<file path="config.mk">
export PLATFORM = sky130hd
export DESIGN_NAME = e203_ifu_bht_ctrl
export DESIGN_NICKNAME = d
export VERILOG_FILES = /design/src/rtl/e203_ifu_bht_ctrl.sv
export SDC_FILE = /design/constraint.sdc
export NUM_CORES = 1
export LEC_CHECK = 0
export CAP_MARGIN = 10
export CORE_ASPECT_RATIO = 0.7
export CORE_MARGIN = 2
export CORE_UTILIZATION = 35
export CTS_CLUSTER_DIAMETER = 120
export DETAILED_ROUTE_END_ITERATION = 10
export RECOVER_POWER = 100
export SETUP_SLACK_MARGIN = 0.15
export SLEW_MARGIN = 25
export SYNTH_ARGS = -nofsm -noshare
export SYNTH_HDL_FRONTEND = slang
export SYNTH_SLANG_ARGS = --single-unit
</file>
<file path="constraint.sdc">
create_clock -name clk -period 7.9 [get_ports clk]
set_input_delay 1.58 -clock clk [delete_from_list [all_inputs] [get_ports clk]]
set_output_delay 1.58 -clock clk [all_outputs]
set_load 0.005 [all_outputs]
</file>
<file path="src/rtl/e203_ifu_bht_ctrl.sv">
// IFU branch-history table controller: single-port 2-bit counter array shared
// between Bxx prediction lookups and a small queue of EXU outcome updates.
module e203_ifu_bht_ctrl #(
    parameter int PC_SIZE     = 32,
    parameter int BHT_IDX_W   = 6,
    parameter int UPD_Q_DEPTH = 2
) (
    input  logic               clk,
    input  logic               rst,
    input  logic               bht_clr,
    output logic               init_done,
    input  logic               lkup_vld,
    input  logic [PC_SIZE-1:0] lkup_pc,
    output logic               lkup_rdy,
    output logic               lkup_rsp_vld,
    output logic               lkup_rsp_taken,
    input  logic               upd_vld,
    input  logic [PC_SIZE-1:0] upd_pc,
    input  logic               upd_taken,
    output logic               upd_rdy
);
    localparam int N     = 1 << BHT_IDX_W;
    localparam int QP_W  = $clog2(UPD_Q_DEPTH);
    localparam int CNT_W = QP_W + 1;

    typedef enum logic {S_INIT, S_RUN} state_e;

    typedef struct packed {
        logic [BHT_IDX_W-1:0] idx;
        logic                 taken;
    } upd_t;

    state_e               state_q, state_d;
    logic [BHT_IDX_W-1:0] init_ptr_q, init_ptr_d;
    logic [1:0]           bht_q [N];
    logic [1:0]           bht_d [N];
    upd_t                 q_mem_q [UPD_Q_DEPTH];
    upd_t                 q_mem_d [UPD_Q_DEPTH];
    logic [QP_W-1:0]      q_wptr_q, q_wptr_d, q_rptr_q, q_rptr_d;
    logic [CNT_W-1:0]     q_cnt_q, q_cnt_d;
    logic                 lkup_rsp_vld_q, lkup_rsp_vld_d;
    logic                 lkup_rsp_taken_q, lkup_rsp_taken_d;

    logic                 run, q_full, q_empty;
    logic                 lkup_acc, push, pop;
    logic [BHT_IDX_W-1:0] lkup_idx, upd_idx;
    upd_t                 head;
    logic [1:0]           head_cnt;
    logic                 unused_pc_bits;

    // Halfword-granular index so RVC branches map to distinct entries.
    assign lkup_idx = lkup_pc[BHT_IDX_W:1];
    assign upd_idx  = upd_pc[BHT_IDX_W:1];
    assign unused_pc_bits = ^{lkup_pc[PC_SIZE-1:BHT_IDX_W+1], lkup_pc[0],
                              upd_pc[PC_SIZE-1:BHT_IDX_W+1], upd_pc[0]};

    assign run     = (state_q == S_RUN);
    assign q_full  = (q_cnt_q == CNT_W'(UPD_Q_DEPTH));
    assign q_empty = (q_cnt_q == '0);

    assign init_done      = run;
    assign lkup_rdy       = run & ~q_full;
    assign upd_rdy        = run & ~q_full;
    assign lkup_rsp_vld   = lkup_rsp_vld_q;
    assign lkup_rsp_taken = lkup_rsp_taken_q;

    assign lkup_acc = lkup_vld & lkup_rdy;
    assign push     = upd_vld & upd_rdy & ~bht_clr;
    // Lookups own the port; a full queue deasserts lkup_rdy so this drains.
    assign pop      = run & ~lkup_acc & ~q_empty;
    assign head     = q_mem_q[q_rptr_q];
    assign head_cnt = bht_q[head.idx];

    always_comb begin
        state_d          = state_q;
        init_ptr_d       = init_ptr_q;
        bht_d            = bht_q;
        q_mem_d          = q_mem_q;
        q_wptr_d         = q_wptr_q;
        q_rptr_d         = q_rptr_q;
        q_cnt_d          = q_cnt_q;
        lkup_rsp_vld_d   = 1'b0;
        lkup_rsp_taken_d = lkup_rsp_taken_q;

        if (state_q == S_INIT) begin
            bht_d[init_ptr_q] = 2'b01;
            if (bht_clr) begin
                init_ptr_d = '0;
            end else if (init_ptr_q == BHT_IDX_W'(N - 1)) begin
                state_d    = S_RUN;
                init_ptr_d = '0;
            end else begin
                init_ptr_d = init_ptr_q + BHT_IDX_W'(1);
            end
        end else begin
            if (lkup_acc) begin
                lkup_rsp_vld_d   = 1'b1;
                lkup_rsp_taken_d = bht_q[lkup_idx][1];
            end else if (pop) begin
                if (head.taken)
                    bht_d[head.idx] = (head_cnt == 2'd3) ? 2'd3 : head_cnt + 2'd1;
                else
                    bht_d[head.idx] = (head_cnt == 2'd0) ? 2'd0 : head_cnt - 2'd1;
            end
            if (bht_clr) begin
                state_d    = S_INIT;
                init_ptr_d = '0;
            end
        end

        if (run && bht_clr) begin
            q_wptr_d = '0;
            q_rptr_d = '0;
            q_cnt_d  = '0;
        end else begin
            if (push) begin
                q_mem_d[q_wptr_q] = '{idx: upd_idx, taken: upd_taken};
                q_wptr_d          = q_wptr_q + QP_W'(1);
            end
            if (pop)
                q_rptr_d = q_rptr_q + QP_W'(1);
            q_cnt_d = q_cnt_q + CNT_W'(push) - CNT_W'(pop);
        end
    end

    always_ff @(posedge clk) begin
        if (rst) begin
            state_q          <= S_INIT;
            init_ptr_q       <= '0;
            q_wptr_q         <= '0;
            q_rptr_q         <= '0;
            q_cnt_q          <= '0;
            lkup_rsp_vld_q   <= 1'b0;
            lkup_rsp_taken_q <= 1'b0;
        end else begin
            state_q          <= state_d;
            init_ptr_q       <= init_ptr_d;
            q_wptr_q         <= q_wptr_d;
            q_rptr_q         <= q_rptr_d;
            q_cnt_q          <= q_cnt_d;
            lkup_rsp_vld_q   <= lkup_rsp_vld_d;
            lkup_rsp_taken_q <= lkup_rsp_taken_d;
        end
    end

    // Table and queue payload need no reset: INIT rewrites every entry and
    // queue slots are only read once the count says they hold data.
    always_ff @(posedge clk) begin
        bht_q   <= bht_d;
        q_mem_q <= q_mem_d;
    end

endmodule

</file>
==> impl_metrics.tcl <==
set metrics [dict create \
    status "complete, but fails checks" \
    violations "max-capacitance violations, max-slew violations" \
    dp_hpwl_um 25500 \
    cts-buffers-inserted 17 \
    post-cts-setup-buffers 0 \
    r2r_slack_ps 1530 \
    drv_cap 4 \
    cp-end-kind "register" \
    cp.depth 10 \
    fin_crit_ps 6370 \
    start_kind "register" \
    yosysWarnings 0 \
    cp_top_family "simple AND/OR/NAND/NOR gates" \
    rows 51 \
    dr.pass1.iters 6 \
    synth-edff-count 142 \
    h-tree-depth 4 \
    drt_iter0_drc 1732 \
    viasPerCell 6.84 \
    internal_power_mw 1.57 \
    clock_latency_ps 460 \
    power.share.clock_pct 44.2 \
    switchingPower_mw 0.500 \
    path_cells "buf_4, nor3b_1, or2_0, a221oi_1, o22ai_1, a22o_1, nor4_1, or3_1, o22ai_1, o2bb2ai_1" \
    hold_buffers 0 \
    drc_errors 0 \
    reg2reg_to "bht_q[74]$_DFFE_PP_" \
    critical_path.startpoint "q_rptr_q$_SDFFE_PP0P_" \
    holdCritPathClass "reg2reg" \
    worst-path-buf-inv 1 \
    core_area_um2 27600 \
    gp_congestion 1.02 \
    slew_viol_final 159 \
    ant_nets 0 \
    hold_viol 0 \
    pwr-share-seq_pct 48.9 \
    rr_startpoint "q_rptr_q$_SDFFE_PP0P_" \
    avgSynthCellArea_um2 9.51 \
    cts-root-buf "clkbuf_16" \
    setup_viol 0 \
    crit_fanout 35 \
    dr_total_vias 9402 \
    syn_area_um2 9790 \
    nets 1063 \
    antenna_found_initial 1 \
    place_ws_ps 2850 \
    p_leak_nw 3.47 \
    worstSetupPathType "reg2reg" \
    required_ps 8160 \
    worst_path_most_repeated_cell "o22ai_1" \
    rsz0062_at_grt "no" \
    die_w_um 204 \
    io_pins 75 \
    ys_types 77 \
    clockBufferDepth 2 \
    io_buffers 22 \
    drt_wl_total_um 40000 \
    most-common-layout-cells "142 x edfxtp_1, 140 x o21ai_0, 124 x nand2_1, 86 x nor2_1, 44 x a21oi_1" \
    clkTransAtPathRegs_ps 70 \
    grt_start_max_net_pins 87 \
    arrival_ps 6630 \
    grt_pass1_vias 8342 \
    period_share_pct 80.6 \
    grt_overflow 0 \
    reg2reg_depth 10 \
    clock_skew_ps 14.8 \
    postCtsResizedCells 0 \
    slew_headroom_pct -67.0 \
    detail_route.wl_per_cell_um 29.1 \
    slowest_stage "or2_0" \
    final_util_pct 39.1 \
    clock.fmax_mhz 157 \
    dieArea_um2 29300 \
    cpPeakStageDelay_ps 1420 \
    async_flop_share_pct 0 \
    drive_gt1_share_pct 8.97 \
    p_comb_share_pct 6.9 \
    synth_ff_type "edfxtp_1" \
    start_util_pct 35.4 \
    endpoint "bht_q[74]$_DFFE_PP_" \
    yosysSeqAreaShare_pct 46.2 \
    syn_inst 1029 \
    powerDensity_nw_per_um2 191 \
    setup_ws_ps 1530 \
    area_growth_pct 10.3 \
    worst_pin_slew_ps 2500 \
    layout_commonest_cell "edfxtp_1" \
    die_y_um 144 \
    syn-num-nets 1102 \
    swShare_pct 24.2 \
    cts.sinks 155 \
    fin_tns_setup_ps 0 \
    fillers 2712 \
    grt_usage_pct 27.3 \
    ir_drop_uv 124 \
    grt_pass1_wl_um 57200 \
    synth_seq_cells 155 \
    cts_tree "built" \
]
-- power by group through the flow --
| stage | registers [mW] | clock network (mW) | logic, mW |
|---|---|---|---|
| 6_report | 1.01 | 0.914 | 0.144 |
| 5_1_grt | 1.01 | 0.944 | 0.154 |
| 4_1_cts | 1.01 | 0.913 | 0.140 |
| 3_5_place_dp | 1.02 | 0 | 0.140 |
| 3_3_place_gp | 1.02 | 0 | 0.137 |
| 2_1_floorplan | 1.00 | 0 | 0.101 |
-- layout make-up --
| class | count | area (um2) | area share, % |
|---|---|---|---|
| diodes | 1 | 2.50 | 0.0232 |
| repair buffers | 36 | 323 | 2.99 |
| clock inverters | 15 | 214 | 1.98 |
| flip-flops and latches | 155 | 4520 | 41.9 |
| clock buffers | 17 | 425 | 3.94 |
| inverters | 38 | 143 | 1.32 |
| multi-input cells | 742 | 4700 | 43.5 |
| well taps | 371 | 464 | 4.30 |
-- metal layers --
layer,up-vias,track usage [%],wire (um)
met2,829,36.0,15300
met1,4573,38.6,16200
met3,119,12.4,7080
met5,-,0,0
li1,3881,-,-
met4,0,9.83,1470
-- logic make-up after synthesis --
| group | Yosys count | share of synthesized area, % |
|---|---|---|
| simple gates | 310 | 14.6 |
| buf+inv | 132 | 5.71 |
| fa+ha+maj | 4 | 0.486 |
| mux | 38 | 6.68 |
| xor+xnor | 5 | 0.447 |
| compound gates | 385 | 25.8 |
| flops | 155 | 46.2 |
-- sequential cells by signal, indices dropped and copies added (netlist names) --
register and count:
lkup_rsp_taken 1, init_ptr_q 6, init_done 1, q_cnt_q 2, lkup_rsp_vld 1, bht_q 128
q_rptr_q 1, q_mem_q 14, q_wptr_q 1
-- tightest hold or removal path: stages, from the launching register on --
cell and delay, ps:
dfxtp_1 330, mux2i_1 70, nor2_1 70
-- worst min-delay path by stage --
stage                                  endpoint                        start  slack, ps  cells after the start
finish              lkup_rsp_taken$_SDFFE_PP0P_  lkup_rsp_taken$_SDFFE_PP0P_        500                      2
detailed placement  lkup_rsp_taken$_SDFFE_PP0P_  lkup_rsp_taken$_SDFFE_PP0P_        500                      2
CTS                 lkup_rsp_taken$_SDFFE_PP0P_  lkup_rsp_taken$_SDFFE_PP0P_        520                      2
floorplan           lkup_rsp_taken$_SDFFE_PP0P_  lkup_rsp_taken$_SDFFE_PP0P_        490                      2
global route        lkup_rsp_taken$_SDFFE_PP0P_  lkup_rsp_taken$_SDFFE_PP0P_        540                      2
global placement    lkup_rsp_taken$_SDFFE_PP0P_  lkup_rsp_taken$_SDFFE_PP0P_        480                      2
-- through the flow --
stage,power [mW],instances,hold WS (ps),area [um2]
floorplan,1.10,1029,488,9790
global placement,1.16,1342,481,10200
detailed placement,1.16,1342,498,10200
CTS,2.06,1374,515,10800
global route,2.11,1374,540,10800
finish,2.07,1375,497,10800
-- Yosys cell counts (20+ instances only) --
| cell | instances | area share [%] |
|---|---|---|
| nand3_1 | 23 | 1.2 |
| nand2_1 | 124 | 4.8 |
| nor2_1 | 88 | 3.4 |
| edfxtp_1 | 142 | 44 |
| buf_2 | 20 | 1.0 |
| o211ai_1 | 38 | 2.9 |
| clkbuf_1 | 60 | 2.3 |
| o22ai_1 | 34 | 2.2 |
| o21ai_0 | 127 | 6.5 |
| inv_1 | 37 | 1.4 |
| a21oi_1 | 44 | 2.2 |
| mux4_2 | 21 | 4.8 |
| o32ai_1 | 32 | 2.9 |
Power figures use the tool's default switching activity.
